===== src/rtl/pc_sequencer_if.sv =====
// pc_sequencer_if
//  Groups the fetch, decode and control handshakes of the PC sequencer.
//  master: the sequencer side (drives fetch_req, pc, epc, ir, ir_valid, pc_write).
//  slave : the environment side (instruction memory, register file, ALU, exception logic).
//  Signals:
//   instr_valid/instr  fetch acknowledge and instruction word
//   rs_data            register-file rs value (JR target)
//   branch_valid/taken branch compare result
//   exec_done          non-control instruction finished
//   exc/exc_cause      exception request and cause
//   fetch_req, pc, epc, ir, ir_valid, pc_write  sequencer outputs
interface pc_sequencer_if;
    logic        instr_valid;
    logic [31:0] instr;
    logic [31:0] rs_data;
    logic        branch_valid;
    logic        branch_taken;
    logic        exec_done;
    logic        exc;
    logic [1:0]  exc_cause;
    logic        fetch_req;
    logic [31:0] pc;
    logic [31:0] epc;
    logic [31:0] ir;
    logic        ir_valid;
    logic        pc_write;

    modport master (
        input  instr_valid, instr, rs_data, branch_valid, branch_taken,
               exec_done, exc, exc_cause,
        output fetch_req, pc, epc, ir, ir_valid, pc_write
    );

    modport slave (
        output instr_valid, instr, rs_data, branch_valid, branch_taken,
               exec_done, exc, exc_cause,
        input  fetch_req, pc, epc, ir, ir_valid, pc_write
    );
endinterface


===== src/rtl/pc_sequencer.sv =====
// pc_sequencer
//  Multicycle program-counter controller for the MIPS-subset core. Owns PC, EPC and
//  the instruction register; fetches through a valid handshake and selects the next
//  PC from PC+4, branch target, jump target, JR register or exception vector.
//  Ports:
//   clk      rising-edge clock
//   reset_n  asynchronous active-low reset
//   bus      pc_sequencer_if.master (fetch, decode, branch/exec and exception signals)
//  Configuration:
//   PC_SEQ_ALIGN_CHK_EN  when defined, a JR to a non-word-aligned address raises an
//                        internal exception (cause 2'b11) instead of loading pc.
module pc_sequencer #(
    parameter logic [31:0] RESET_PC = 32'h0000_0000,
    parameter logic [31:0] EXC_BASE = 32'h0000_0080,
    parameter logic [5:0]  OPC_J    = 6'h02,
    parameter logic [5:0]  OPC_JAL  = 6'h03,
    parameter logic [5:0]  OPC_BEQ  = 6'h04,
    parameter logic [5:0]  OPC_BNE  = 6'h05
) (
    input  logic          clk,
    input  logic          reset_n,
    pc_sequencer_if.master bus
);

    typedef enum logic [1:0] {
        FETCH   = 2'd0,
        DECODE  = 2'd1,
        WAIT_BR = 2'd2,
        WAIT_EX = 2'd3
    } state_t;

    state_t      state, state_nxt;
    logic [31:0] pc, epc, ir, pc_plus4;
    logic [31:0] pc_nxt;
    logic        pc_load, epc_load, take_exc;
    logic [1:0]  cause_sel;

    logic [5:0]  opcode;
    logic        is_jump, is_jr, is_branch;
    logic [31:0] jump_tgt, branch_tgt;

    assign opcode     = ir[31:26];
    assign is_jump    = (opcode == OPC_J) || (opcode == OPC_JAL);
    assign is_jr      = (opcode == 6'h00) && (ir[5:0] == 6'h08);
    assign is_branch  = (opcode == OPC_BEQ) || (opcode == OPC_BNE);
    assign jump_tgt   = {pc_plus4[31:28], ir[25:0], 2'b00};
    assign branch_tgt = pc_plus4 + {{14{ir[15]}}, ir[15:0], 2'b00};

    // State and datapath registers
    always_ff @(posedge clk or negedge reset_n) begin
        if (!reset_n) begin
            state    <= FETCH;
            pc       <= RESET_PC;
            epc      <= '0;
            ir       <= '0;
            pc_plus4 <= '0;
        end else begin
            state <= state_nxt;
            if (state == FETCH && bus.instr_valid) begin
                ir       <= bus.instr;
                pc_plus4 <= pc + 32'd4;
            end
            if (pc_load)  pc  <= pc_nxt;
            if (epc_load) epc <= pc;
        end
    end

    // Next-state and next-pc selection
    always_comb begin
        state_nxt = state;
        pc_nxt    = pc;
        pc_load   = 1'b0;
        epc_load  = 1'b0;
        take_exc  = 1'b0;
        cause_sel = bus.exc_cause;

        unique case (state)
            FETCH: begin
                if (bus.instr_valid) state_nxt = DECODE;
            end
            DECODE: begin
                state_nxt = WAIT_EX;
                if (is_jump) begin
                    state_nxt = FETCH;
                    pc_load   = 1'b1;
                    pc_nxt    = jump_tgt;
                end else if (is_jr) begin
                    state_nxt = FETCH;
                    pc_load   = 1'b1;
                    pc_nxt    = bus.rs_data;
`ifdef PC_SEQ_ALIGN_CHK_EN
                    if (bus.rs_data[1:0] != 2'b00) begin
                        take_exc  = 1'b1;
                        cause_sel = 2'b11;
                    end
`endif
                end else if (is_branch) begin
                    state_nxt = WAIT_BR;
                end
            end
            WAIT_BR: begin
                if (bus.branch_valid) begin
                    state_nxt = FETCH;
                    pc_load   = 1'b1;
                    pc_nxt    = bus.branch_taken ? branch_tgt : pc_plus4;
                end
            end
            WAIT_EX: begin
                if (bus.exec_done) begin
                    state_nxt = FETCH;
                    pc_load   = 1'b1;
                    pc_nxt    = pc_plus4;
                end
            end
            default: state_nxt = FETCH;
        endcase

        // External exception overrides every update above (and the internal
        // alignment exception's cause) outside FETCH.
        if (state != FETCH && bus.exc) begin
            take_exc  = 1'b1;
            cause_sel = bus.exc_cause;
        end

        if (take_exc) begin
            state_nxt = FETCH;
            pc_load   = 1'b1;
            epc_load  = 1'b1;
            pc_nxt    = EXC_BASE + {28'd0, cause_sel, 2'b00};
        end
    end

    // Outputs
    always_comb begin
        bus.fetch_req = (state == FETCH);
        bus.ir_valid  = (state == DECODE);
        bus.pc_write  = pc_load;
        bus.pc        = pc;
        bus.epc       = epc;
        bus.ir        = ir;
    end

endmodule

===== src/flat_wrapper.sv =====
// flat-port wrapper written by rule: the top's interface ports become plain ports
module pc_sequencer_flat 
#(
    parameter logic [31:0] RESET_PC = 32'h0000_0000,
    parameter logic [31:0] EXC_BASE = 32'h0000_0080,
    parameter logic [5:0]  OPC_J    = 6'h02,
    parameter logic [5:0]  OPC_JAL  = 6'h03,
    parameter logic [5:0]  OPC_BEQ  = 6'h04,
    parameter logic [5:0]  OPC_BNE  = 6'h05
)
  (clk, reset_n, bus_instr_valid, bus_instr, bus_rs_data, bus_branch_valid, bus_branch_taken, bus_exec_done, bus_exc, bus_exc_cause, bus_fetch_req, bus_pc, bus_epc, bus_ir, bus_ir_valid, bus_pc_write);
  pc_sequencer_if bus_i ();
  input  logic clk;
  input  logic reset_n;
  input wire logic [$bits(bus_i.instr_valid)-1:0] bus_instr_valid;
  input wire logic [$bits(bus_i.instr)-1:0] bus_instr;
  input wire logic [$bits(bus_i.rs_data)-1:0] bus_rs_data;
  input wire logic [$bits(bus_i.branch_valid)-1:0] bus_branch_valid;
  input wire logic [$bits(bus_i.branch_taken)-1:0] bus_branch_taken;
  input wire logic [$bits(bus_i.exec_done)-1:0] bus_exec_done;
  input wire logic [$bits(bus_i.exc)-1:0] bus_exc;
  input wire logic [$bits(bus_i.exc_cause)-1:0] bus_exc_cause;
  output wire logic [$bits(bus_i.fetch_req)-1:0] bus_fetch_req;
  output wire logic [$bits(bus_i.pc)-1:0] bus_pc;
  output wire logic [$bits(bus_i.epc)-1:0] bus_epc;
  output wire logic [$bits(bus_i.ir)-1:0] bus_ir;
  output wire logic [$bits(bus_i.ir_valid)-1:0] bus_ir_valid;
  output wire logic [$bits(bus_i.pc_write)-1:0] bus_pc_write;
  assign bus_i.instr_valid = bus_instr_valid;
  assign bus_i.instr = bus_instr;
  assign bus_i.rs_data = bus_rs_data;
  assign bus_i.branch_valid = bus_branch_valid;
  assign bus_i.branch_taken = bus_branch_taken;
  assign bus_i.exec_done = bus_exec_done;
  assign bus_i.exc = bus_exc;
  assign bus_i.exc_cause = bus_exc_cause;
  assign bus_fetch_req = bus_i.fetch_req;
  assign bus_pc = bus_i.pc;
  assign bus_epc = bus_i.epc;
  assign bus_ir = bus_i.ir;
  assign bus_ir_valid = bus_i.ir_valid;
  assign bus_pc_write = bus_i.pc_write;
  pc_sequencer #(.RESET_PC(RESET_PC), .EXC_BASE(EXC_BASE), .OPC_J(OPC_J), .OPC_JAL(OPC_JAL), .OPC_BEQ(OPC_BEQ), .OPC_BNE(OPC_BNE)) u_core (.clk(clk), .reset_n(reset_n), .bus(bus_i));
endmodule

===== config.mk =====
export PLATFORM = sky130hd
export DESIGN_NAME = pc_sequencer_flat
export DESIGN_NICKNAME = d
export VERILOG_FILES = /design/src/rtl/pc_sequencer_if.sv /design/src/rtl/pc_sequencer.sv /design/src/flat_wrapper.sv
export SDC_FILE = /design/constraint.sdc
export NUM_CORES = 1
export LEC_CHECK = 0
export ABC_AREA = 1
export CORE_MARGIN = 8
export CORE_UTILIZATION = 41
export DETAILED_ROUTE_END_ITERATION = 7
export PLACE_DENSITY_LB_ADDON = 0.2
export SLEW_MARGIN = 20
export SYNTH_ARGS = -nofsm -noshare
export SYNTH_HDL_FRONTEND = slang
export SYNTH_SLANG_ARGS = --single-unit
export TNS_END_PERCENT = 20

===== constraint.sdc =====
create_clock -name clk -period 3.6 [get_ports clk]
set_input_delay 0.72 -clock clk [delete_from_list [all_inputs] [get_ports clk]]
set_output_delay 0.72 -clock clk [all_outputs]
set_load 0.02 [all_outputs]

==> impl_metrics.env <==
export IMPL_n_fill_cell=2193
export IMPL_antenna_found_initial=0
export IMPL_htreeDepth=4
export IMPL_violations="DRC"
export IMPL_place_ws_ns=0.534
export IMPL_synthCells=1339
export IMPL_post_cts_resized=0
export IMPL_slowest_delay_ns=0.66
export IMPL_post_cts_buffers=0
export IMPL_p_leak_nw=5.78
export IMPL_ioPinCount=172
export IMPL_finalSetupViolations=0
export IMPL_grt_overflow_total=0
export IMPL_cts_tree="yes"
export IMPL_max_vdd_ir_drop_v=0.000584
export IMPL_grt_pass1_vias=9162
export IMPL_final_max_slew_viol_count=0
export IMPL_drv_cap=0
export IMPL_ant_nets=0
export IMPL_io_buffers=171
export IMPL_place_congestion=0.943
export IMPL_grtUsageMet2_pct=38.0
export IMPL_fin_crit_sh_pct=89.6
export IMPL_grtUsageMet3_pct=4.26
export IMPL_synth_avg_cell_area_um2=6.65
export IMPL_crit_path_end_kind="output port"
export IMPL_yosysSeqAreaShare_pct=36.5
export IMPL_required_ns=2.88
export IMPL_yosys_register_bits=130
export IMPL_yosysMostFrequentCell="nand2_1"
export IMPL_async_reset_ff_share_pct=100
export IMPL_synthFlopType="dfrtp_1"
export IMPL_initial_core_util_pct=41.3
export IMPL_die_x_um=163
export IMPL_cp_max_fo=18
export IMPL_register_area_um2=3250
export IMPL_drt_iter0_markers=582
export IMPL_cts_sinks=130
export IMPL_grt_max_degree=66
export IMPL_grt_pass1_wl_mm=47.5
export IMPL_grt_busiest_layer="met2"
export IMPL_cts_root_buf="clkbuf_16"
export IMPL_final_layout_size_suffix_gt1_share_pct=4.83
export IMPL_gr_usage_met1_pct=28.0
export IMPL_core_um2=21600
export IMPL_worst_slack_ns=0.374
export IMPL_syn_area_um2=8910
export IMPL_synth_edf_count=0
export IMPL_slowest_stage="clkdlybuf4s50_1"
export IMPL_status="finished with violations"
export IMPL_tns_ns=0
export IMPL_synth_cell_types=41
export IMPL_timing_hold_violations_final=0
export IMPL_max_freq_mhz=310
export IMPL_post_drt_wl_per_cell_um=16.6
export IMPL_clock_path_buffers=2
export IMPL_hold_class="input port to async pin"
export IMPL_clock_latency_ns=0.43
export IMPL_power_density_nw_per_um2=923
export IMPL_synthTopCellsByCount="503 x nand2_1, 177 x inv_1, 130 x dfrtp_1"
export IMPL_yosysWarnings=0
export IMPL_dpl_hpwl_mm=23.3
export IMPL_p_total_mw=10.6
export IMPL_grt_use_total_pct=22.7
export IMPL_yosysTopAreaCell="dfrtp_1"
export IMPL_totalWireLength_mm=29.8
export IMPL_clk_pin_slew_worst_paths_ns=0.06
export IMPL_critPathMostFrequentCell="inv_2"
export IMPL_worstPathArrival_ns=2.51
export IMPL_dieArea_um2=26700
export IMPL_cp_start_kind="flip-flop"
export IMPL_drtPass1Iterations=8
export IMPL_min_period_ns=3.23
export IMPL_drc=1
export IMPL_area_growth_pct=28.7
export IMPL_dieHeight_um=163
export IMPL_antennaDiodeCount=0
export IMPL_path_cells="inv_2 > nor2_4 > inv_2 > o22ai_1 > nand2_1 > nand3_2 > inv_2 > clkdlybuf4s50_1"
export IMPL_nNetsFinal=1604
export IMPL_rsz0062_at_grt="false"
export IMPL_slew_headroom_pct=49.1
export IMPL_cts_made_buffers=17
export IMPL_via_per_inst=5.09
export IMPL_ys_top_cells_by_area="dfrtp_1 37%, nand2_1 21%, inv_1 7.5%"
export IMPL_finalClockSkew_ns=0.00678
export IMPL_cts_hold_buf=0
export IMPL_path_class="flip-flop to output port"
export IMPL_multiInputGateArea_um2=4790
export IMPL_num_rows=54
export IMPL_post_synth_top_area_fraction_pct=36.5
export IMPL_worst_pin_slew_ns=0.764
export IMPL_mappedNetlistNets=1443
export IMPL_vias=9121
[flip-flops by register name, summed over array words and instances, names as in the netlist]
name,cells
u_core.bus.epc,32
u_core.bus.ir,32
u_core.bus.pc,32
u_core.pc_plus4,32
u_core.state,2
[kinds of logic (layout without fill, tap and decap cells)]
logic type               Yosys count  after routing  share of synthesized area, %
buffers and inverters            226            399                          9.78
flip-flops                       130            130                          36.5
XOR/XNOR                          35             35                          3.44
adder cells (fa/ha/maj)           31             31                          4.44
AND/OR/NAND/NOR                  716            716                          33.0
multiplexers                      11             11                          1.24
AO/OA/AOI/OAI                    190            190                          11.6
[cells in the final DEF, fill, tap and decap left out, drive strengths merged, types with 2 or more instances in the layout]
| master | synthesis | routed |
|---|---|---|
| nor2 | 100 | 100 |
| inv | 184 | 185 |
| nand4 | 13 | 13 |
| a31oi | 2 | 2 |
| nand2 | 505 | 505 |
| o21a | 2 | 2 |
| mux2i | 11 | 11 |
| clkdlybuf4s50 | 0 | 170 |
| clkinvlp | 0 | 4 |
| xnor2 | 2 | 2 |
| a21oi | 43 | 43 |
| and2 | 2 | 2 |
| o21bai | 7 | 7 |
| clkbuf | 28 | 19 |
| nor3 | 17 | 17 |
| buf | 14 | 14 |
| xor2 | 33 | 33 |
| o221ai | 2 | 2 |
| clkinv | 0 | 6 |
| nor4 | 6 | 6 |
| or2 | 3 | 3 |
| o21ai | 109 | 109 |
| o22ai | 14 | 14 |
| o211ai | 6 | 6 |
| dfrtp | 130 | 130 |
| nand3 | 69 | 69 |
| ha | 30 | 30 |
[path summary, 6_finish.rpt]
path	from	endpoint	slack [ns]	cells past startpoint
max in group asynchronous	reset_n	u_core.bus.epc[21]$_DFFE_PN0P_	2.47	2
max	u_core.state[1]$_DFFE_PN0P_	bus_pc_write	0.37	8
min	reset_n	u_core.bus.epc[3]$_DFFE_PN0P_	0.32	1
min in group clk	u_core.bus.epc[14]$_DFFE_PN0P_	u_core.bus.epc[14]$_DFFE_PN0P_	0.48	2
max reg2reg	u_core.state[1]$_DFFE_PN0P_	u_core.bus.pc[7]$_DFFE_PN0P_	1.01	9
min reg2reg	u_core.bus.epc[14]$_DFFE_PN0P_	u_core.bus.epc[14]$_DFFE_PN0P_	0.48	2
[stage by stage]
stage,instances,cell area [um^2],hold slack [ns],utilization [%]
2_1_floorplan,1339,8910,0.424,-
3_3_place_gp,1761,10900,0.470,50.6
3_5_place_dp,1761,10900,0.470,50.6
4_1_cts,1792,11500,0.346,53.2
5_1_grt,1792,11500,0.382,53.2
6_report,1792,11500,0.318,53.2
[critical path, delay by kind of cell, from the launching register on]
family | cells | cell delay (ns)
AOI/OAI and AO/OA | 1 | 0.07
buffers and inverters | 4 | 1.28
DFF | 1 | 0.39
and+or+nand+nor | 3 | 0.33
[power breakdown]
part | leakage [nW] | switching, mW | internal [mW] | total (mW)
registers | 1.66 | 0.708 | 2.10 | 2.81
logic | 3.86 | 3.81 | 2.31 | 6.12
clock network | 0.261 | 0.691 | 0.963 | 1.65
[routing by layer]
metal	vias up	part of all wire (%)
met1	4229	43
met3	59	5.6
li1	4551	-
met2	282	48
met5	-	0
met4	0	3.1
[layout make-up]
class	instances	area share (%)
multi-input cells	983	41.8
flip-flops and latches	130	28.4
repair buffers	184	16.0
inverters	184	6.02
clock buffers	19	3.86
well taps	280	3.06
clock inverters	12	0.960
(Power assumes the default switching activity.)
